### config.mk
export PLATFORM = sky130hd
export DESIGN_NAME = multicycle_control_flat
export DESIGN_NICKNAME = d
export VERILOG_FILES = /design/src/rtl/multicycle_control_if.sv /design/src/rtl/multicycle_control.sv /design/src/flat_wrapper.sv
export SDC_FILE = /design/constraint.sdc
export NUM_CORES = 1
export LEC_CHECK = 0
export ABC_AREA = 0
export CAP_MARGIN = 20
export CORE_MARGIN = 4
export CORE_UTILIZATION = 33
export CTS_BUF_LIST = sky130_fd_sc_hd__clkbuf_16
export DETAILED_ROUTE_END_ITERATION = 10
export GPL_TIMING_DRIVEN = 0
export MAX_ROUTING_LAYER = met4
export PLACE_DENSITY = 0.78
export RECOVER_POWER = 25
export SLEW_MARGIN = 10
export SYNTH_ARGS = -nofsm -noshare
export SYNTH_HDL_FRONTEND = slang
export SYNTH_SLANG_ARGS = --single-unit
export TNS_END_PERCENT = 100
### constraint.sdc
create_clock -name clk -period 1.55 [get_ports clk]
set_input_delay 0.3875 -clock clk [delete_from_list [all_inputs] [get_ports clk]]
set_output_delay 0.3875 -clock clk [all_outputs]
set_load 0.01 [all_outputs]
### src/rtl/multicycle_control_if.sv
// Control bus between the multicycle controller and its datapath.
// The controller drives the strobes. The datapath returns the IR fields and the ALU zero flag.
interface multicycle_control_if;
    logic [5:0] opcode;
    logic [5:0] funct;
    logic       zero;
    logic [3:0] alu_op;
    logic       alu_src_a;
    logic [1:0] alu_src_b;
    logic       pc_write;
    logic       pc_write_cond;
    logic [1:0] pc_source;
    logic       i_or_d;
    logic       mem_read;
    logic       mem_write;
    logic       ir_write;
    logic       reg_dst;
    logic       reg_write;
    logic       mem_to_reg;
    logic [3:0] state;

    modport master (
        input  opcode, funct, zero,
        output alu_op, alu_src_a, alu_src_b, pc_write, pc_write_cond, pc_source,
               i_or_d, mem_read, mem_write, ir_write, reg_dst, reg_write,
               mem_to_reg, state
    );

    modport slave (
        output opcode, funct, zero,
        input  alu_op, alu_src_a, alu_src_b, pc_write, pc_write_cond, pc_source,
               i_or_d, mem_read, mem_write, ir_write, reg_dst, reg_write,
               mem_to_reg, state
    );
endinterface

### src/rtl/multicycle_control.sv
// Moore-style control FSM for a MIPS-subset multicycle datapath.
// Supported instructions are lw, sw, R-type, beq, j and addi.
module multicycle_control (
    input  logic                        clk,
    input  logic                        rst_n,
    multicycle_control_if.master        bus
);
    typedef enum logic [3:0] {
        FETCH   = 4'd0,
        DECODE  = 4'd1,
        MEM_ADR = 4'd2,
        MEM_RD  = 4'd3,
        MEM_WB  = 4'd4,
        MEM_WR  = 4'd5,
        EXEC_R  = 4'd6,
        R_WB    = 4'd7,
        BEQ     = 4'd8,
        JUMP    = 4'd9,
        ADDI_EX = 4'd10,
        ADDI_WB = 4'd11
    } state_t;

    localparam logic [5:0] OP_RTYPE = 6'b000000;
    localparam logic [5:0] OP_J     = 6'b000010;
    localparam logic [5:0] OP_BEQ   = 6'b000100;
    localparam logic [5:0] OP_ADDI  = 6'b001000;
    localparam logic [5:0] OP_LW    = 6'b100011;
    localparam logic [5:0] OP_SW    = 6'b101011;

    localparam logic [3:0] ALU_AND = 4'b0000;
    localparam logic [3:0] ALU_OR  = 4'b0001;
    localparam logic [3:0] ALU_ADD = 4'b0010;
    localparam logic [3:0] ALU_SUB = 4'b0110;
    localparam logic [3:0] ALU_SLT = 4'b0111;

    state_t     state_q;
    state_t     state_d;

    logic [3:0] alu_op;
    logic       alu_src_a;
    logic [1:0] alu_src_b;
    logic       pc_write;
    logic       pc_write_cond;
    logic [1:0] pc_source;
    logic       i_or_d;
    logic       mem_read;
    logic       mem_write;
    logic       ir_write;
    logic       reg_dst;
    logic       reg_write;
    logic       mem_to_reg;

    always_ff @(posedge clk or negedge rst_n) begin
        if (!rst_n) begin
            state_q <= FETCH;
        end else begin
            state_q <= state_d;
        end
    end

    always_comb begin
        state_d       = FETCH;
        alu_op        = 4'b0000;
        alu_src_a     = 1'b0;
        alu_src_b     = 2'b00;
        pc_write      = 1'b0;
        pc_write_cond = 1'b0;
        pc_source     = 2'b00;
        i_or_d        = 1'b0;
        mem_read      = 1'b0;
        mem_write     = 1'b0;
        ir_write      = 1'b0;
        reg_dst       = 1'b0;
        reg_write     = 1'b0;
        mem_to_reg    = 1'b0;

        case (state_q)
            FETCH: begin
                mem_read  = 1'b1;
                ir_write  = 1'b1;
                alu_src_b = 2'b01;
                alu_op    = ALU_ADD;
                pc_write  = 1'b1;
                state_d   = DECODE;
            end
            DECODE: begin
                // The branch target is computed speculatively while the opcode is examined.
                alu_src_b = 2'b11;
                alu_op    = ALU_ADD;
                case (bus.opcode)
                    OP_LW, OP_SW: state_d = MEM_ADR;
                    OP_RTYPE:     state_d = EXEC_R;
                    OP_BEQ:       state_d = BEQ;
                    OP_J:         state_d = JUMP;
                    OP_ADDI:      state_d = ADDI_EX;
                    default:      state_d = FETCH;
                endcase
            end
            MEM_ADR: begin
                alu_src_a = 1'b1;
                alu_src_b = 2'b10;
                alu_op    = ALU_ADD;
                state_d   = (bus.opcode == OP_LW) ? MEM_RD : MEM_WR;
            end
            MEM_RD: begin
                mem_read = 1'b1;
                i_or_d   = 1'b1;
                state_d  = MEM_WB;
            end
            MEM_WB: begin
                reg_write  = 1'b1;
                mem_to_reg = 1'b1;
                state_d    = FETCH;
            end
            MEM_WR: begin
                mem_write = 1'b1;
                i_or_d    = 1'b1;
                state_d   = FETCH;
            end
            EXEC_R: begin
                alu_src_a = 1'b1;
                alu_src_b = 2'b00;
                case (bus.funct)
                    6'b100010: alu_op = ALU_SUB;
                    6'b100100: alu_op = ALU_AND;
                    6'b100101: alu_op = ALU_OR;
                    6'b101010: alu_op = ALU_SLT;
                    default:   alu_op = ALU_ADD;
                endcase
                state_d = R_WB;
            end
            R_WB: begin
                reg_write = 1'b1;
                reg_dst   = 1'b1;
                state_d   = FETCH;
            end
            BEQ: begin
                // The PC is written only when the datapath combines this enable with zero.
                alu_src_a     = 1'b1;
                alu_op        = ALU_SUB;
                pc_write_cond = 1'b1;
                pc_source     = 2'b01;
                state_d       = FETCH;
            end
            JUMP: begin
                pc_write  = 1'b1;
                pc_source = 2'b10;
                state_d   = FETCH;
            end
            ADDI_EX: begin
                alu_src_a = 1'b1;
                alu_src_b = 2'b10;
                alu_op    = ALU_ADD;
                state_d   = ADDI_WB;
            end
            ADDI_WB: begin
                reg_write = 1'b1;
                state_d   = FETCH;
            end
            default: begin
                state_d = FETCH;
            end
        endcase
    end

    assign bus.alu_op        = alu_op;
    assign bus.alu_src_a     = alu_src_a;
    assign bus.alu_src_b     = alu_src_b;
    assign bus.pc_write      = pc_write;
    assign bus.pc_write_cond = pc_write_cond;
    assign bus.pc_source     = pc_source;
    assign bus.i_or_d        = i_or_d;
    assign bus.mem_read      = mem_read;
    assign bus.mem_write     = mem_write;
    assign bus.ir_write      = ir_write;
    assign bus.reg_dst       = reg_dst;
    assign bus.reg_write     = reg_write;
    assign bus.mem_to_reg    = mem_to_reg;
    assign bus.state         = state_q;
endmodule

### src/flat_wrapper.sv
// flat-port wrapper written by rule: the top's interface ports become plain ports
module multicycle_control_flat 
  (clk, rst_n, bus_opcode, bus_funct, bus_zero, bus_alu_op, bus_alu_src_a, bus_alu_src_b, bus_pc_write, bus_pc_write_cond, bus_pc_source, bus_i_or_d, bus_mem_read, bus_mem_write, bus_ir_write, bus_reg_dst, bus_reg_write, bus_mem_to_reg, bus_state);
  multicycle_control_if bus_i ();
  input  logic clk;
  input  logic rst_n;
  input wire logic [$bits(bus_i.opcode)-1:0] bus_opcode;
  input wire logic [$bits(bus_i.funct)-1:0] bus_funct;
  input wire logic [$bits(bus_i.zero)-1:0] bus_zero;
  output wire logic [$bits(bus_i.alu_op)-1:0] bus_alu_op;
  output wire logic [$bits(bus_i.alu_src_a)-1:0] bus_alu_src_a;
  output wire logic [$bits(bus_i.alu_src_b)-1:0] bus_alu_src_b;
  output wire logic [$bits(bus_i.pc_write)-1:0] bus_pc_write;
  output wire logic [$bits(bus_i.pc_write_cond)-1:0] bus_pc_write_cond;
  output wire logic [$bits(bus_i.pc_source)-1:0] bus_pc_source;
  output wire logic [$bits(bus_i.i_or_d)-1:0] bus_i_or_d;
  output wire logic [$bits(bus_i.mem_read)-1:0] bus_mem_read;
  output wire logic [$bits(bus_i.mem_write)-1:0] bus_mem_write;
  output wire logic [$bits(bus_i.ir_write)-1:0] bus_ir_write;
  output wire logic [$bits(bus_i.reg_dst)-1:0] bus_reg_dst;
  output wire logic [$bits(bus_i.reg_write)-1:0] bus_reg_write;
  output wire logic [$bits(bus_i.mem_to_reg)-1:0] bus_mem_to_reg;
  output wire logic [$bits(bus_i.state)-1:0] bus_state;
  assign bus_i.opcode = bus_opcode;
  assign bus_i.funct = bus_funct;
  assign bus_i.zero = bus_zero;
  assign bus_alu_op = bus_i.alu_op;
  assign bus_alu_src_a = bus_i.alu_src_a;
  assign bus_alu_src_b = bus_i.alu_src_b;
  assign bus_pc_write = bus_i.pc_write;
  assign bus_pc_write_cond = bus_i.pc_write_cond;
  assign bus_pc_source = bus_i.pc_source;
  assign bus_i_or_d = bus_i.i_or_d;
  assign bus_mem_read = bus_i.mem_read;
  assign bus_mem_write = bus_i.mem_write;
  assign bus_ir_write = bus_i.ir_write;
  assign bus_reg_dst = bus_i.reg_dst;
  assign bus_reg_write = bus_i.reg_write;
  assign bus_mem_to_reg = bus_i.mem_to_reg;
  assign bus_state = bus_i.state;
  multicycle_control u_core (.clk(clk), .rst_n(rst_n), .bus(bus_i));
endmodule
# Word-level counts from Yosys, hierarchy flattened
# Index checks and enable logic that the tools add are counted.
# word_totals
register_bits	4
input_bits	15
out_inout_bits	22
wordCells	48
# classes
n_eq_ne	20
mux	17
n_reduce_logical	10
# op_table
operator	count
== test 6 bit, second input constant	6
case mux 4 bit (6 select lines)	1
case mux 4 bit (5 select lines)	1
== test 4 x 3 -> 1 bit, second input constant	4
== test 4 bit, second input constant	4
case mux 3 bit (4 select lines)	1
case mux 4 bit (3 select lines)	1
2-to-1 mux 1 bit	10
OR reduction 2 bit	5
== test 4 x 2 -> 1 bit, second input constant	2
OR reduction 4 bit	2
== test 6 x 2 -> 1 bit, second input constant	1
== test 6 x 3 -> 1 bit, second input constant	1
== test 6 x 4 -> 1 bit, second input constant	1
logical NOT 6 bit	1
case mux 2 bit (3 select lines)	1
== test 4 x 1 -> 1 bit, second input constant	1
logical NOT 4 bit	1
case mux 2 bit (2 select lines)	1
2-to-1 mux 3 bit	1
OR reduction 3 bit	1

# Depth between registers and ports, before layout
# Gate-level depths: netlist of the first run.
# depth
ltp_word	4
mapped_depth	4
mapped_depth_nobuf	3

# Worst setup path before layout of the first run
# OpenSTA, ideal clock, no wires.
# synth_timing
kind	reg-to-output
start	reg u_core.state_q[0] (netlist: u_core.bus.state[0])
end	out bus_alu_op[2]
arrival_ps	1256
t_required_ps	1162
path_slack_ps	-94
stages_incl_launch_ff	4
n_path_buf	1
path_cell_list	dfrtp_1 buf_2 nor3_1 o21bai_1
# synth_between
elab_chain_len	3
word_cells_on_any_way	8
cone_classes	eq/ne: 5; mux: 1; reduce/logical: 2
# synth_rtl
element	line	text
start: declaration	multicycle_control.sv:36	state_t state_q;
start signal: assignment	multicycle_control.sv:57	state_q <= state_d;
== test 4 x 2 -> 1 bit, or another cell as far along	multicycle_control.sv:77	case (state_q)
OR reduction 4 bit (no line)	--	
case mux 4 bit (3 select lines) *	multicycle_control.sv:77	
end: declaration	flat_wrapper.sv:10	output wire logic [$bits(bus_i.alu_op)-1:0] bus_alu_op;
# Every way passes the cells marked *; elsewhere a longest branch is shown, timed or not.

# Worst setup path after layout of the first run
# layout_timing
start	in bus_funct[3]
end	out bus_alu_op[1]
# layout_between
elab_chain_len	3
word_cells_on_any_way	6
cone_classes	eq/ne: 4; mux: 2
# layout_rtl
element	line	text
start: declaration	flat_wrapper.sv:8	input wire logic [$bits(bus_i.funct)-1:0] bus_funct;
== test 6 bit	multicycle_control.sv:123	case (bus.funct)
case mux 3 bit (4 select lines) *	multicycle_control.sv:123	
case mux 4 bit (3 select lines) *	multicycle_control.sv:77	
# Marked as above.

==> results of run 1 <==
==> where the power goes <==
group | switching, uW | internal, uW | total [uW] | leakage, uW
sequential | 27.8 | 126 | 153 | 0.0000491
clock | 84.7 | 331 | 415 | 0.0000370
combinational | 367 | 355 | 723 | 0.000480
total | 480 | 811 | 1290 | 0.000566
==> cells in the mapped netlist, types with 2 or more instances <==
| cell | instances |
|---|---|
| buf_4 | 2 |
| nor3b_1 | 2 |
| nor2b_1 | 3 |
| nand2b_1 | 4 |
| buf_2 | 4 |
| nor2_1 | 11 |
| dfrtp_1 | 4 |
| nand4_1 | 3 |
| nand2_1 | 3 |
| xnor2_1 | 2 |
| a21oi_1 | 5 |
| o22ai_1 | 2 |
| nor4_1 | 3 |
| nor3_1 | 5 |
| nand3_1 | 3 |
==> routing by layer <==
metal / global-route usage (%) / part of all wire (%)
met1: 24.55 / 38
met2: 40.91 / 54
met3: 5.747 / 7.4
met4: 6.630 / 1.3
met5: - / 0
==> cell type report <==
| cell class | count | share of cell area, % |
|---|---|---|
| Timing Repair Buffer | 56 | 38.05 |
| Clock buffer | 3 | 6.104 |
| Tap cell | 15 | 1.526 |
| Sequential cell | 4 | 8.444 |
| Inverter | 1 | 0.3052 |
| Multi-Input combinational cell | 62 | 40.39 |
| Buffer | 6 | 5.188 |
==> cell usage in the layout, fill, tap and decap left out, drive strengths merged, types with 3 or more instances in the layout <==
cell | netlist | routed
nor2b | 3 | 3
a21oi | 5 | 5
nor2 | 11 | 11
dfrtp | 4 | 4
nor3 | 5 | 5
nand4 | 3 | 3
clkdlybuf4s50 | 0 | 4
nand2 | 3 | 3
buf | 6 | 44
nand3 | 3 | 3
clkbuf | 0 | 4
nor4 | 4 | 4
dlygate4sd2 | 0 | 10
nand2b | 4 | 4
==> critical path: cells and delay by family <==
| kind | cells | cell delay [ns] |
|---|---|---|
| AND/OR/NAND/NOR | 2 | 0.49 |
| buffers and inverters | 2 | 0.42 |
| AO/OA/AOI/OAI | 1 | 0.11 |
==> per-stage QoR <==
stage	total power, uW	cells
2_1_floorplan	403.9	73
5_1_grt	1344	147
4_1_cts	1195	144
3_3_place_gp	674.2	122
3_5_place_dp	677.3	122
6_report	1291	147
==> worst max path at each step <==
stage | startpoint | end | slack [ns] | cells after the start
after floorplan | u_core.bus.state[3]$_DFF_PN0_ | bus_alu_op[1] | -0.005 | 3
after global placement | bus_funct[5] | bus_alu_op[1] | -0.86 | 5
after detailed placement | bus_funct[5] | bus_alu_op[1] | -0.87 | 5
after CTS | u_core.bus.state[1]$_DFF_PN0_ | bus_mem_read | -0.22 | 4
after global routing | u_core.bus.state[2]$_DFF_PN0_ | bus_alu_op[0] | -0.29 | 5
final | bus_funct[3] | bus_alu_op[1] | -0.24 | 5
==> logic make-up (layout without fill, tap and decap cells) <==
logic type	Yosys count	in the layout	share of synthesized area (%)
simple gates	45	45	49.88
buf+inv	7	66	7.615
compound gates	13	13	16.95
other cells	1	1	0.7364
flops	4	4	19.66
xor+xnor	3	3	5.161
==> what timing repair did <==
| item | 4_1_cts | 5_1_grt |
|---|---|---|
| endpoints found under the setup margin | 22 | 19 |
| cloned | 0 | 1 |
| resized for setup | 109 | 19 |
| setup buffers | 19 | 3 |
| pin swaps | 10 | 6 |
==> results_dict.tcl, run 1 <==
set metrics [dict create \
    post-place-ws_ns -0.8737 \
    fin_skew_ns 0.006199 \
    violations "negative setup slack" \
    rr_worst_depth 5 \
    yosys-top-cells-area "dfrtp_1 20%, nor2_1 8.1%, a21oi_1 4.9%" \
    drtPass1Iterations 4 \
    layout_setup_ws_ns -0.2405 \
    synthToLayoutAreaGrowth_pct 141.5 \
    grt_overflow 0 \
    yosys_register_bits 4 \
    grt_pass1_wl_um 3512 \
    ios 37 \
    fin_crit_sh_pct 115.5 \
    cp-start-kind "primary input" \
    layout.nets 149 \
    final_util_pct 88.96 \
    cts_made_buffers 3 \
    num_vias 830 \
    coreArea_um2 1383 \
    ys.flop_type "dfrtp_1" \
    post_dp_cell_area_um2 884.6 \
    timing.fmax_mhz 558.5 \
    worstPathRequired_ns 1.16 \
    synth_area_um2 509.2 \
    ant_nets 0 \
    crit_path_max_fanout 2 \
    synth_area_leader_cell "dfrtp_1" \
    start_util_pct 36.83 \
    timing.reg2reg.setup_slack_ns 0.08 \
    holdWs_ns 0.4319 \
    finalWeightedCongestion 0.8636 \
    critPathArrivalTime_ns 1.40 \
    clkTransAtPathRegs_ns 0.03 \
    drt_iter0_drc 24 \
    grt_max_degree 11 \
    vias_per_cell 5.646 \
    antenna_found_initial 0 \
    cp_slowest_cell "or3_1" \
    clk_latency_ns 0.23 \
    die_x_um 47.28 \
    cts_tree "yes" \
    grt_usage_pct 22.93 \
    setup_viol 17 \
    syn_inst 73 \
    stdcell_area_um2 1230 \
    slew_viol_final 0 \
    ff_latch_area_um2 103.9 \
    cts_root_buf "clkbuf_16" \
    yosysWarnings 0 \
    criticalPathCategory "primary input to output port" \
    dp_hpwl_um 1316 \
    first_global_vias 770 \
    largest_reg_flops 4 \
    hold_buffers 0 \
    avgRoutedWirePerCell_um 18.23 \
    ys_types 32 \
    layout_min_cycle_time_ns 1.790 \
    power_density_nw_per_um2 1050 \
    rsz0062_at_grt "yes" \
    diodes 0 \
    io_buffers 34 \
    rr_startpoint "u_core.bus.state[3]$_DFF_PN0_" \
    peakVddDrop_uv 977.0 \
    synthArstFlopShare_pct 100.0 \
    status "finished, violations left" \
    drcViolationCount 0 \
    hold_viol 0 \
    syn_nets 88 \
    fillerInstances 67 \
    num_rows 13 \
    wl_um 2680 \
    r2r_end "u_core.bus.state[0]$_DFF_PN0_" \
    final_layout_size_suffix_gt1_share_pct 57.58 \
    p_leak_uw 0.0005662 \
    htree_num_levels 1 \
    ys_seq_area_share_pct 19.66 \
    hold_class "primary input to async pin" \
    die-area_um2 2235 \
    synth_top_area_share_pct 19.66 \
    syn_avg_cell_area_um2 6.976 \
    die_h_um 47.28 \
    max_cap_viol_count 0 \
    slowest_delay_ns 0.33 \
    multiInputGateArea_um2 496.7 \
    cts_sinks 4 \
    cp_cell_sequence "dlygate4sd2_1 > nor2_2 > a311oi_2 > or3_1 > buf_2" \
    clock_path_buffers 2 \
    tns_ns -2.425 \
    cp-end-kind "output port" \
    synth-edff-count 0 \
]
(Power assumes the default switching activity.)
==> run 2: changes to the inputs <==
--- a/config.mk
+++ b/config.mk
@@ -11,6 +11,7 @@
 export CORE_UTILIZATION = 33
 export CTS_BUF_LIST = sky130_fd_sc_hd__clkbuf_16
 export DETAILED_ROUTE_END_ITERATION = 10
+export GPL_ROUTABILITY_DRIVEN = 0
 export GPL_TIMING_DRIVEN = 0
 export MAX_ROUTING_LAYER = met4
 export PLACE_DENSITY = 0.78
==> results of run 2 <==
Final layout, timing and power as in run 1 (identical DEF).
==> run 3: changes to the inputs <==
--- a/config.mk
+++ b/config.mk
@@ -13,8 +13,7 @@
 export DETAILED_ROUTE_END_ITERATION = 10
 export GPL_ROUTABILITY_DRIVEN = 0
 export GPL_TIMING_DRIVEN = 0
-export MAX_ROUTING_LAYER = met4
-export PLACE_DENSITY = 0.78
+export PLACE_DENSITY_LB_ADDON = 0.25
 export RECOVER_POWER = 25
 export SLEW_MARGIN = 10
 export SYNTH_ARGS = -nofsm -noshare
==> run 3 against run 2 <==
  * The flow still finishes with violations (negative setup slack)
  * Clock-buffer cell count stayed put
  * Cell area is 3.8% lower
  * Global-route usage is 0.36 points lower
  * Wire length is 4.9% lower
  * Power is 3.4% lower
==> results_dict.tcl, run 3 (synthesis results as in run 1) <==
set metrics [dict create \
    status "finished, violations left" \
    violations "negative setup slack" \
    clock_path_buffers 2 \
    layout_commonest_cell "buf_4" \
    layout_min_cycle_time_ns 1.807 \
    rsz0062_at_grt "yes" \
    cp_slowest_cell "dfrtp_1" \
    timing.fmax_mhz 553.3 \
    grt_pass1_wl_um 3532 \
    io_buffers 34 \
    cp-end-kind "output port" \
    multiInputGateArea_um2 505.5 \
    slew_viol_final 0 \
    largest_reg_flops 4 \
    power.internal_uw 790.4 \
    layout.nets 146 \
    vias_per_cell 5.826 \
    final_layout_size_suffix_gt1_share_pct 56.59 \
    p_leak_uw 0.0005469 \
    drt_iter0_drc 28 \
    combPwrFrac_pct 55.6 \
    die_h_um 47.28 \
    fin_skew_ns 0.001095 \
    ant_nets 0 \
    start_util_pct 36.83 \
    clk_latency_ns 0.22 \
    top_layer "met4" \
    switching_share_pct 36.63 \
    cp_num_buf_inv 3 \
    first_global_vias 803 \
    cts_sinks 4 \
    hold_viol 0 \
    synthToLayoutAreaGrowth_pct 132.4 \
    criticalPathCategory "register to output port" \
    grt_overflow 0 \
    wl_met2_um 1290 \
    tns_ns -2.424 \
    fillerInstances 73 \
    final_util_pct 85.61 \
    hold_class "primary input to async pin" \
    coreArea_um2 1383 \
    die_x_um 47.28 \
    die-area_um2 2235 \
    clkTransAtPathRegs_ns 0.03 \
    cp_cell_sequence "buf_6 > buf_4 > xnor2_1 > nor3b_2 > buf_2" \
    met3_length_um 225 \
    drcViolationCount 0 \
    dp_hpwl_um 1309 \
    htree_num_levels 1 \
    max_cap_viol_count 0 \
    fin_cells 144 \
    drtPass1Iterations 4 \
    grt_max_degree 9 \
    cp-start-kind "register" \
    avgRoutedWirePerCell_um 17.70 \
    ff_latch_area_um2 103.9 \
    layout_setup_ws_ns -0.2574 \
    pwr-share-clk_pct 31.9 \
    critPathArrivalTime_ns 1.42 \
    num_rows 13 \
    num_vias 839 \
    cp_top_family "buffers and inverters" \
    diodes 0 \
    setup_viol 16 \
    power_density_nw_per_um2 1054 \
    dp_cells 122 \
    fin_crit_sh_pct 116.6 \
    crit_path_max_fanout 7 \
    cts_root_buf "clkbuf_16" \
    p_seq_share_pct 12.5 \
    p_switching_uw 456.8 \
    antenna_found_initial 0 \
    final_cell_mix "17 x buf_4, 15 x buf_2, 12 x dlygate4sd2_1" \
    grt_usage_pct 22.57 \
    cts_tree "yes" \
    wl_met1_um 920 \
    cts_made_buffers 3 \
    worstPathRequired_ns 1.16 \
    wl_um 2549 \
    slowest_delay_ns 0.40 \
    peakVddDrop_uv 1178 \
    ios 37 \
]
-- run 3: cell count changes in the layout (fill, tap and decap cells not counted), sizes merged --
cell	before	now
dlygate4sd2	10	12
dlymetal6s2s	2	1
clkdlybuf4s50	4	3
buf	44	42
clkbuf	4	3
-- run 3: final timing paths --
| kind | start | endpoint | slack (ns) | depth (start not counted) |
|---|---|---|---|---|
| setup / recovery | u_core.bus.state[1]$_DFF_PN0_ | bus_i_or_d | -0.26 | 5 |
| hold / removal | rst_n | u_core.bus.state[1]$_DFF_PN0_ | 0.44 | 1 |
| setup reg to reg | u_core.bus.state[1]$_DFF_PN0_ | u_core.bus.state[2]$_DFF_PN0_ | 0.07 | 5 |
| hold reg to reg | u_core.bus.state[3]$_DFF_PN0_ | u_core.bus.state[2]$_DFF_PN0_ | 0.76 | 2 |
| max in group asynchronous | rst_n | u_core.bus.state[0]$_DFF_PN0_ | 0.92 | 1 |
| min in group clk | bus_opcode[1] | u_core.bus.state[2]$_DFF_PN0_ | 0.63 | 2 |
-- run 3: layer usage --
layer	vias up	GRT usage, %
met5	-	0
met4	0	11.05
met3	12	6.513
met2	55	40.64
met1	389	23.53
li1	383	-
-- run 3: area by class of cell --
class | count | area share [%]
Multi-Input combinational cell | 62 | 42.71
Timing Repair Buffer | 53 | 34.88
Sequential cell | 4 | 8.774
Clock buffer | 3 | 6.342
Buffer | 6 | 5.391
Tap cell | 15 | 1.586
Inverter | 1 | 0.3171
-- run 3: power groups by stage --
stage / Combinational [uW] / Clock (uW) / Sequential (uW)
after detailed placement: 518 / 0 / 161
after global routing: 727 / 414 / 159
after CTS: 625 / 399 / 151
after global placement: 508 / 0 / 158
after floorplan: 247 / 0 / 157
final: 694 / 397 / 156
-- run 3: what timing repair did --
action	in CTS	in global routing
hold buffers	0	0
pin swaps	9	7
setup buffers	13	6
endpoints found under the hold margin	0	0
endpoints found under the setup margin	21	18
gates resized for setup	108	17
-- run 3: metrics by stage --
| step | worst slack [ns] | power, uW | instance area [um^2] | hold slack, ns |
|---|---|---|---|---|
| 2_1_floorplan | -0.004936 | 403.9 | 525.5 | 0.09191 |
| 3_3_place_gp | -0.8673 | 665.9 | 884.6 | 0.5939 |
| 3_5_place_dp | -0.9065 | 679.6 | 884.6 | 0.6038 |
| 4_1_cts | -0.2025 | 1175 | 1085 | 0.3770 |
| 5_1_grt | -0.2919 | 1300 | 1184 | 0.4660 |
| 6_report | -0.2574 | 1247 | 1184 | 0.4407 |
